[config.mk]
export PLATFORM = sky130hd
export DESIGN_NAME = if_fetch
export DESIGN_NICKNAME = d
export VERILOG_FILES = /design/src/rtl/if_fetch_pkg.sv /design/src/rtl/if_inst_hold.sv /design/src/rtl/if_fetch.sv
export SDC_FILE = /design/constraint.sdc
export NUM_CORES = 1
export LEC_CHECK = 0
export ABC_CLOCK_PERIOD_IN_PS = 2700
export BUFFER_PORTS_ARGS = -buffer_cell sky130_fd_sc_hd__buf_2
export CORE_ASPECT_RATIO = 1.2
export CORE_UTILIZATION = 35
export DETAILED_ROUTE_END_ITERATION = 6
export PLACE_DENSITY_LB_ADDON = 0.3
export SLEW_MARGIN = 15
export SYNTH_ARGS = -nofsm -noshare
export SYNTH_HDL_FRONTEND = slang
export SYNTH_SLANG_ARGS = --single-unit
export TNS_END_PERCENT = 100
[constraint.sdc]
create_clock -name clk -period 2.7 [get_ports clk]
set_clock_uncertainty 0.1 [all_clocks]
set_input_delay 0.54 -clock clk [delete_from_list [all_inputs] [get_ports clk]]
set_output_delay 0.54 -clock clk [all_outputs]
set_load 0.02 [all_outputs]
[src/rtl/if_fetch_pkg.sv]
// Shared widths, stall encodings, reset vector and hold-FSM state type for the IF stage.
// Everything IF and its neighbours agree on lives here so the stage files stay define-free.
package if_fetch_pkg;

    localparam int STALL_W     = 6;
    localparam int BR_WD       = 33;
    localparam int IF_TO_ID_WD = 33;

    localparam logic STOP    = 1'b1;
    localparam logic NO_STOP = 1'b0;

    localparam logic [31:0] RESET_PC = 32'hBFBF_FFFC;

    typedef enum logic {
        HOLD_RUN  = 1'b0,
        HOLD_HOLD = 1'b1
    } hold_state_e;

    function automatic logic [31:0] seq_pc(input logic [31:0] pc);
        return pc + 32'd4;
    endfunction

endpackage

[src/rtl/if_inst_hold.sv]
// Keeps the instruction word seen by ID stable across IF/ID stalls.
// The SRAM re-reads a frozen PC while stalled, so its output is no longer ID's instruction.
module if_inst_hold
    import if_fetch_pkg::*;
(
    input  logic        clk,
    input  logic        rst,
    input  logic        stall_id,
    input  logic [31:0] rdata,
    output logic [31:0] inst,
    output logic        hold_valid
);

    hold_state_e state_q, state_d;
    logic [31:0] hold_q, hold_d;

    always_ff @(posedge clk) begin
        if (rst) begin
            state_q <= HOLD_RUN;
            hold_q  <= 32'd0;
        end else begin
            state_q <= state_d;
            hold_q  <= hold_d;
        end
    end

    always_comb begin
        state_d = state_q;
        hold_d  = hold_q;
        case (state_q)
            HOLD_RUN: begin
                if (stall_id == STOP) begin
                    hold_d  = rdata;
                    state_d = HOLD_HOLD;
                end
            end
            HOLD_HOLD: begin
                // Released data for the next PC shows up one cycle later, exactly when RUN resumes.
                if (stall_id == NO_STOP) begin
                    state_d = HOLD_RUN;
                end
            end
            default: state_d = HOLD_RUN;
        endcase
    end

    assign hold_valid = (state_q == HOLD_HOLD);
    assign inst       = hold_valid ? hold_q : rdata;

endmodule

[src/rtl/if_fetch.sv]
// IF stage: owns the PC, drives the synchronous instruction SRAM, applies ID branch redirects
// and hands {ce, pc} plus a stall-stable instruction word to ID.
module if_fetch
    import if_fetch_pkg::*;
#(
    parameter int CNT_W = 32
) (
    input  logic                   clk,
    input  logic                   rst,
    input  logic [STALL_W-1:0]     stall,
    input  logic [BR_WD-1:0]       br_bus,
    output logic [IF_TO_ID_WD-1:0] if_to_id_bus,
    output logic                   inst_sram_en,
    output logic [3:0]             inst_sram_wen,
    output logic [31:0]            inst_sram_addr,
    output logic [31:0]            inst_sram_wdata,
    input  logic [31:0]            inst_sram_rdata,
    output logic [31:0]            id_inst,
    output logic [CNT_W-1:0]       fetch_cnt
);

    // Handshake: ce is IF's valid for {pc, inst}; stall[0]/stall[1] are the backpressure from CTRL.
    // A word moves only on a posedge with ce=1 and the matching stall bit at NO_STOP; while stalled
    // IF holds pc, ce and the instruction word unchanged.
    logic              br_e;
    logic [31:0]       br_addr;
    logic [31:0]       next_pc;
    logic [31:0]       pc_q, pc_d;
    logic              ce_q, ce_d;
    logic [CNT_W-1:0]  cnt_q, cnt_d;
    logic              hold_valid;
    logic              unused_stall;

    assign br_e         = br_bus[32];
    assign br_addr      = br_bus[31:0];
    assign unused_stall = &{1'b0, stall[STALL_W-1:2]};

    always_ff @(posedge clk) begin
        if (rst) begin
            pc_q  <= RESET_PC;
            ce_q  <= 1'b0;
            cnt_q <= '0;
        end else begin
            pc_q  <= pc_d;
            ce_q  <= ce_d;
            cnt_q <= cnt_d;
        end
    end

    always_comb begin
        next_pc = br_e ? br_addr : seq_pc(pc_q);
        pc_d    = pc_q;
        ce_d    = ce_q;
        cnt_d   = cnt_q;
        // A branch seen during a PC stall is dropped; ID re-presents it once the stall lifts.
        if (stall[0] == NO_STOP) begin
            pc_d = next_pc;
            ce_d = 1'b1;
            if (ce_q) begin
                cnt_d = cnt_q + 1'b1;
            end
        end
    end

    assign inst_sram_en    = ce_q;
    assign inst_sram_wen   = 4'b0000;
    assign inst_sram_addr  = pc_q;
    assign inst_sram_wdata = 32'd0;
    assign if_to_id_bus    = {ce_q, pc_q};
    assign fetch_cnt       = cnt_q;

    if_inst_hold u_hold (
        .clk        (clk),
        .rst        (rst),
        .stall_id   (stall[1]),
        .rdata      (inst_sram_rdata),
        .inst       (id_inst),
        .hold_valid (hold_valid)
    );

endmodule

==> reports/results.txt, run 1 <==
FP Rows: 50
post-synthesis sequential area ratio: 34.30%
RePlAce Congestion: 0.8439
initial antenna violation count: 0
Post-CTS Setup Inserts: 0
synthesized instance count: 707
Starting Density: 36.28%
Crit Path Max Fanout: 32
CTS Hold Bufs: 0
final WL: 16260 µm
CTS tree: done
core box area: 15770 µm²
RSZ-0062 raised after global routing: false
MaxCap Viol Count: 0
syn_area_per_cell: 8.089 µm²
first-pass GRT wire length: 25400 µm
Via Count: 5604
Final HPWL DP: 11770 µm
Diodes inserted: 0
CTS buffer count: 9
DR vias/cell: 5.257
f_max: 434.9 MHz
Non-Filler Cell Area, Final: 6818 µm²
commonest non-fill, non-tap cells in the layout: buf_2 (198), nand2_1 (98), dfxtp_1 (98), a21oi_1 (68)
IO Port Bufs: 198
Setup TNS Final: 0 ns
commonest non-fill, non-tap cell in the layout: buf_2
fin. max-slew vios: 0
CTS clk-pin slew, worst paths: 0.07 ns
worst skew pair latency: 0.35 ns
# DRC: 0
EDFF count, synth: 0
cell taking the most area after synthesis: dfxtp_1
clock sink count: 98
Mapped Area: 5719 µm²
Final #Nets: 928
Slew @ Worst Pin: 0.6034 ns
Root Driver: clkbuf_16
Die ar.: 16860 µm²
largest net degree at the start of global routing: 53
Yosys Warn Count: 0
DR iter-0 viols: 382
Crit Path Class: reg -> out
die width: 118.7 µm
Pwr Density: 537.3 nW/µm²
Primary FF master, synth: dfxtp_1
clock buffer depth: 2
static leakage: 0.002861 µW
layout cell share with drive strength beyond 1: 32.52%
Area after DPL: 6535 µm²
Seq cells post-synth: 98
All-Layer GR Usage: 18.65%
Ports: 239
synth unique cells: 65
Final setup violation count: 0
Critical Path AT: 1.66 ns
number of global-route vias before repair: 4966
Post-synth ARST share: 0%
fill count: 1651
Hold Vio Cnt, Final: 0
Die Ht: 142.0 µm
iteration count of the initial detailed-routing pass: 7
Resize count post-CTS: 0
main area contributors after synthesis: dfxtp_1 (34%), buf_4 (9.1%), mux2_2 (7.1%), nand2_1 (6.4%), a21oi_1 (6.0%)
Post-DRT Antenna Nets: 0
Max IR drop VDD: 0.0002661 V
Slew headroom: 59.52%
crit share post-route: 85.16%
drt wl/cell: 15.26 µm
fin crit period: 2.299 ns
Area growth syn-to-layout: 19.21%
status: complete, no violations
area fraction of the dominant cell type after synthesis: 34.30%
total congestion overflow: 0
worst hold path type: in -> reg
H-Tree Depth: 3
Crit. End Element: output port
Worst EP required: 2.06 ns
crit start category: flop
==> critical path, stage by stage, from the launching register on <==
cell,delay [ns]
dfxtp_1,0.35
buf_4,0.40
mux2_2,0.40
buf_2,0.16
==> per-layer routing <==
layer	vias up	wire (µm)	track usage [%]
li1	2762	-	-
met1	2582	7144	23.52
met2	239	7781	31.33
met3	21	1016	2.925
met4	0	320	8.328
met5	-	0	0
==> power by group <==
| group | internal (µW) | leakage [µW] | total, µW | switching, µW |
|---|---|---|---|---|
| logic | 297 | 0.00193 | 838 | 541 |
| clock network | 654 | 0.000128 | 1240 | 585 |
| registers | 1510 | 0.000801 | 1590 | 76.4 |
==> final timing paths <==
kind	to	slack, ns	start	cells after the start
hold reg to reg	u_hold.hold_q[29]$_SDFFE_PP0P_	0.35	u_hold.hold_q[29]$_SDFFE_PP0P_	2
setup / recovery	id_inst[14]	0.40	u_hold.hold_valid$_SDFF_PP0_	3
hold / removal	u_hold.hold_q[16]$_SDFFE_PP0P_	0.34	inst_sram_rdata[16]	3
setup reg to reg	fetch_cnt[30]$_SDFFE_PP0P_	0.56	inst_sram_en$_SDFFE_PP0N_	4
==> cell families after synthesis <==
family	Yosys count	synth area share (%)
muxes	38	7.438
and+or+nand+nor	274	25.29
other	1	0.06557
xor gates and xnor gates	11	1.685
buffers and inverters	123	13.06
DFF	98	34.30
adders and majority gates	2	0.4375
AOI/OAI and AO/OA	160	17.72
==> sequential cells by signal (all words and copies together) (netlist names) <==
signal	count
u_hold.hold_q	32
u_hold.hold_valid	1
inst_sram_addr	32
inst_sram_en	1
fetch_cnt	32
==> per-stage QoR <==
| stage | std cells | hold slack, ns | util [%] | power [µW] | worst slack, ns |
|---|---|---|---|---|---|
| floorplan | 742 | 0.3329 | - | 2252 | 0.6439 |
| global placement | 1050 | 0.3388 | 41.45 | 2450 | 0.3704 |
| detailed placement | 1050 | 0.3451 | 41.45 | 2455 | 0.3331 |
| CTS | 1066 | 0.3277 | 43.25 | 3696 | 0.3771 |
| global route | 1066 | 0.3361 | 43.25 | 3832 | 0.3127 |
| finish | 1066 | 0.3360 | 43.25 | 3663 | 0.4006 |
==> synth_stat cells (5+ instances only) <==
library cell and instances:
buf_4 69, nor2_1 32, a211oi_1 5, or4_1 14, nand3_1 20, a31oi_1 7, nand2_1 98, nand2b_1 7
a21oi_1 68, clkbuf_1 39, dfxtp_1 98, o22ai_1 8, o31ai_1 21, nor3_1 11, nor4_1 10, and4_1 11
xor2_1 8, or3_1 9, mux2_2 36, o21ai_0 15, nand4_1 22, and3_1 10, nor2b_1 9
==> final cells by class <==
cell class / instances / area [µm²] / area share (%)
well taps: 208 / 260.3 / 3.817
multi-input cells: 521 / 3144 / 46.12
repair buffers: 217 / 1146 / 16.81
flip-flops and latches: 98 / 1962 / 28.78
clock inverters: 5 / 40.04 / 0.5873
inverters: 6 / 22.52 / 0.3303
clock buffers: 11 / 242.7 / 3.560
Power figures use the tool's default switching activity.
==> run 2: changes to the inputs <==
Settings changed: CORE_UTILIZATION 35 to 49.
==> run 2 against run 1 <==
Combinational power decreased by 2%; hold slack got worse by 0.0028 ns; via count increased by 1.3%; critical endpoint is now inst_sram_addr[16]$_SDFFE_PP1N_; sequential power about the same; cell area decreased by 1.1%; power increased by 4.4%; critical path type is now reg -> reg; final cell count decreased by 5.5%; clock power increased by 14%; sequential share of layout area increased by 0.31 points; wire length decreased by 5.0%; register-to-register slack got worse by 0.19 ns.
==> reports/results.txt, run 2 (same netlist as run 1, synthesis figures left out) <==
reg2reg path depth: 5
DR vias/cell: 5.637
DR iter-0 viols: 288
Die Ht: 120.4 µm
CTS tree: done
Final #Nets: 923
fill count: 1031
CTS buffer count: 9
R2R setup slack: 0.37 ns
MaxCap Viol Count: 0
Diodes inserted: 0
clock buffer depth: 2
Starting Density: 51.10%
Slowest-stage cell, CP: nor2_2
clock share of power: 37.0%
Critical R2R Capture: inst_sram_addr[16]$_SDFFE_PP1N_
CP peak stage delay: 0.51 ns
Hold Crit Start: br_bus[1]
fin. max-slew vios: 0
Area growth syn-to-layout: 17.92%
first-pass GRT wire length: 24050 µm
Area after DPL: 6417 µm²
combinational power share: 21.6%
Ports: 239
hold depth: 3
Via Count: 5676
core box area: 11190 µm²
Final setup violation count: 0
iteration count of the initial detailed-routing pass: 4
die width: 100.6 µm
Post-CTS Setup Inserts: 0
Slew headroom: 59.04%
initial antenna violation count: 0
total power: 3823 µW
crit start category: flop
worst skew pair latency: 0.35 ns
fin crit period: 2.334 ns
drt wl/cell: 15.34 µm
static leakage: 0.002867 µW
Post-DRT Antenna Nets: 0
crit share post-route: 86.45%
sw power: 1190 µW
commonest non-fill, non-tap cells in the layout: buf_2 (198), nand2_1 (98), dfxtp_1 (98), a21oi_1 (68)
All-Layer GR Usage: 24.59%
layout cell share with drive strength beyond 1: 32.24%
IO Port Bufs: 198
Worst EP required: 2.84 ns
Max IR drop VDD: 0.0002951 V
Hold Vio Cnt, Final: 0
Critical Path AT: 2.47 ns
CTS Hold Bufs: 0
RSZ-0062 raised after global routing: false
Non-Filler Cell Area, Final: 6744 µm²
switching fraction of total power: 31.12%
f_max: 428.4 MHz
# DRC: 0
worst hold path endpoint: inst_sram_addr[1]$_SDFFE_PP0P_
Seq. cell area: 1962 µm²
Final HPWL DP: 11060 µm
FP Rows: 42
RePlAce Congestion: 0.8918
cells along the critical path: ha_1 -> nand3_1 -> nor2_2 -> a211oi_1 -> o41ai_1
Reg-to-Reg Start: inst_sram_addr[2]$_SDFFE_PP1N_
total congestion overflow: 0
Crit. End Element: flop
Crit Path Class: reg -> reg
Root Driver: clkbuf_16
H-Tree Depth: 3
Int Pwr: 2634 µW
largest net degree at the start of global routing: 46
final WL: 15450 µm
clock sink count: 98
number of global-route vias before repair: 5240
status: complete, no violations
Crit Path Max Fanout: 10
Pwr Density: 566.9 nW/µm²
commonest non-fill, non-tap cell in the layout: buf_2
CTS clk-pin slew, worst paths: 0.07 ns
Seq pwr share: 41.5%
Resize count post-CTS: 0
Die ar.: 12110 µm²
multi-input logic area: 3144 µm²
worst hold path type: in -> reg
Setup TNS Final: 0 ns
Slew @ Worst Pin: 0.6106 ns
## run 2: cell types whose count changed in the layout (fill, tap and decap cells not counted), sizes merged
cell and delta:
clkinvlp -3, inv +1, clkbuf -1, clkinv +1
bufinv +2, buf -5
## run 2: metal layers
metal / vias to the layer above / wire [µm] / GRT usage (%)
met4: 0 / 235 / 9.601
li1: 2750 / - / -
met5: - / 0 / 0
met1: 2648 / 6094 / 27.95
met2: 260 / 7856 / 44.39
met3: 18 / 1259 / 5.202
## run 2: worst max path at each step
stage                                              start                               to  slack [ns]  cells past startpoint
final                     inst_sram_addr[2]$_SDFFE_PP1N_  inst_sram_addr[16]$_SDFFE_PP1N_        0.37                      5
after detailed placement                             rst  inst_sram_addr[31]$_SDFFE_PP1N_        0.43                      4
after CTS                 inst_sram_addr[2]$_SDFFE_PP1N_  inst_sram_addr[16]$_SDFFE_PP1N_        0.40                      5
after floorplan                                 stall[0]       fetch_cnt[30]$_SDFFE_PP0P_        0.64                      7
after global routing      inst_sram_addr[2]$_SDFFE_PP1N_  inst_sram_addr[16]$_SDFFE_PP1N_        0.15                      5
after global placement                               rst  inst_sram_addr[22]$_SDFFE_PP0N_        0.44                      4
## run 2: worst max-delay path, delay by kind of cell, from the launching register on
kind                       cells  cell delay, ns
adders and majority gates      1            0.27
AOI/OAI and AO/OA              2            0.51
DFF                            1            0.45
and+or+nand+nor                2            0.89
## run 2: power by group through the flow
stage          registers [µW]  logic, µW  clock network [µW]
2_1_floorplan            1640        611                   0
4_1_cts                  1580        821                1430
3_3_place_gp             1610        806                   0
6_report                 1580        825                1410
3_5_place_dp             1620        817                   0
5_1_grt                  1590        890                1510
## run 2: final cells by class
| type | instances | area share (%) |
|---|---|---|
| flip-flops and latches | 98 | 29.09 |
| inverters | 6 | 0.3340 |
| repair buffers | 212 | 16.25 |
| well taps | 154 | 2.857 |
| multi-input cells | 521 | 46.62 |
| clock inverters | 6 | 1.299 |
| clock buffers | 10 | 3.544 |
## run 2: metrics by stage
| stage | hold slack (ns) | std cells | util [%] | setup slack (ns) |
|---|---|---|---|---|
| 5_1_grt | 0.3313 | 1007 | 60.25 | 0.1463 |
| 6_report | 0.3332 | 1007 | 60.25 | 0.3658 |
| 3_5_place_dp | 0.3463 | 991 | 57.33 | 0.4344 |
| 4_1_cts | 0.3307 | 1007 | 60.25 | 0.4031 |
| 2_1_floorplan | 0.3329 | 742 | - | 0.6439 |
| 3_3_place_gp | 0.3377 | 991 | 57.33 | 0.4396 |
==> run 3: changes to the inputs <==
Settings changed: ABC_CLOCK_PERIOD_IN_PS 2700 to 2370.
Clock period 2.7 ns to 2.37 ns, I/O delays scaled along.
==> run 3 against run 2 <==
Hold slack got worse by 0.064 ns; cell area up 1.2%; power rose by 12%; critical path depth up 1; flip-flop and latch count unchanged; core utilization increased by 0.69 points; sequential power grew 14%; combinational power is 18% higher; register-to-register slack got worse by 0.11 ns; maximum frequency grew 11%; global-route usage grew 0.20 points; non-clock buffer count up 9.
==> reports/results.txt, run 3 (same netlist as run 1, synthesis figures left out) <==
worst hold path endpoint: u_hold.hold_q[6]$_SDFFE_PP0P_
Crit. End Element: flop
iteration count of the initial detailed-routing pass: 5
Final setup violation count: 0
total power: 4266 µW
crit share post-route: 89.05%
Reg-to-Reg Start: inst_sram_addr[3]$_SDFFE_PP1N_
drt wl/cell: 15.33 µm
Slew headroom: 59.98%
fin. max-slew vios: 0
R2R setup slack: 0.26 ns
CP peak stage delay: 0.41 ns
largest net degree at the start of global routing: 70
Finished Layout Cells: 1016
FP Rows: 42
Setup TNS Final: 0 ns
Post-DRT Antenna Nets: 0
Hold Crit Start: inst_sram_rdata[6]
DR vias/cell: 5.614
Crit Path Max Fanout: 7
Diodes inserted: 0
Slew @ Worst Pin: 0.5959 ns
Crit Path Class: reg -> reg
All-Layer GR Usage: 24.79%
clock sink count: 98
crit start category: flop
Critical R2R Capture: inst_sram_addr[26]$_SDFFE_PP1N_
commonest non-fill, non-tap cell in the layout: buf_2
hold depth: 3
# DRC: 0
IO Port Bufs: 198
Via Count: 5704
Final #Nets: 932
worst skew pair latency: 0.34 ns
Starting Density: 51.10%
f_max: 473.8 MHz
CTS tree: done
core box area: 11190 µm²
RSZ-0062 raised after global routing: false
DR iter-0 viols: 287
RePlAce Congestion: 0.8771
Resize count post-CTS: 0
Die ar.: 12110 µm²
die width: 100.6 µm
Worst EP required: 2.53 ns
CTS Hold Bufs: 0
Post-CTS Setup Inserts: 0
layout cell share with drive strength beyond 1: 32.60%
fill count: 1012
initial antenna violation count: 0
worst hold path type: in -> reg
Root Driver: clkbuf_16
MaxCap Viol Count: 0
fin crit period: 2.111 ns
number of global-route vias before repair: 5097
Area growth syn-to-layout: 19.27%
CTS buffer count: 9
status: complete, no violations
Hold Vio Cnt, Final: 0
static leakage: 0.002910 µW
Max IR drop VDD: 0.0003775 V
total congestion overflow: 0
commonest non-fill, non-tap cells in the layout: buf_2 (198), nand2_1 (98), dfxtp_1 (98), a21oi_1 (68)
Die Ht: 120.4 µm
H-Tree Depth: 3
final WL: 15570 µm
cells along the critical path: ha_1 -> nand3_1 -> buf_4 -> nor4_1 -> a211oi_1 -> o31ai_1
Critical Path AT: 2.27 ns
Ports: 239
Pwr Density: 625.4 nW/µm²
CTS clk-pin slew, worst paths: 0.07 ns
clock buffer depth: 2
Final HPWL DP: 11270 µm
Slowest-stage cell, CP: dfxtp_1
reg2reg path depth: 6
first-pass GRT wire length: 24090 µm
# placed instances: 1000
## run 3: report_power, final
part | switching [µW] | total [µW] | internal, µW
Clock | 615 | 1490 | 876
Sequential | 84.3 | 1800 | 1720
Combinational | 624 | 971 | 347
Total | 1320 | 4270 | 2940
## run 3: cell type report
cell class              count  area [µm²]  area share (%)
clock inverters             2       35.03          0.5136
inverters                   6       22.52          0.3302
flip-flops and latches     98        1962           28.76
repair buffers            221        1201           17.61
clock buffers              14       264.0           3.870
multi-input cells         521        3144           46.09
well taps                 154       192.7           2.825
## run 3: worst max-delay path by stage
stage	startpoint	to	slack (ns)	depth (start not counted)
after floorplan	stall[0]	fetch_cnt[30]$_SDFFE_PP0P_	0.38	7
after global placement	stall[0]	fetch_cnt[30]$_SDFFE_PP0P_	0.28	5
after detailed placement	stall[0]	fetch_cnt[30]$_SDFFE_PP0P_	0.23	5
after CTS	u_hold.hold_valid$_SDFF_PP0_	id_inst[12]	0.27	3
after global routing	inst_sram_addr[3]$_SDFFE_PP1N_	inst_sram_addr[26]$_SDFFE_PP1N_	0.13	6
final	inst_sram_addr[3]$_SDFFE_PP1N_	inst_sram_addr[26]$_SDFFE_PP1N_	0.26	6
## run 3: routing by layer
| metal | vias up | track usage, % | share of wire (%) |
|---|---|---|---|
| li1 | 2774 | - | - |
| met1 | 2678 | 28.58 | 41 |
| met2 | 235 | 44.73 | 51 |
| met4 | 0 | 10.24 | 1.9 |
| met5 | - | 0 | 0 |
| met3 | 17 | 4.277 | 6.5 |
## run 3: worst max-delay path, delay by kind of cell (launching register included)
kind	cells	cell delay [ns]
flops	1	0.41
buf+inv	1	0.25
fa+ha+maj	1	0.26
compound gates	2	0.37
simple gates	2	0.63
## run 3: per-stage QoR
stage	util (%)	hold slack [ns]	instance area, µm²	setup WS (ns)
4_1_cts	60.94	0.2628	6822	0.2668
5_1_grt	60.94	0.2678	6822	0.1264
6_report	60.94	0.2695	6822	0.2594
3_5_place_dp	58.27	0.3436	6523	0.2315
2_1_floorplan	-	0.3329	5851	0.3799
3_3_place_gp	58.27	0.3380	6523	0.2757
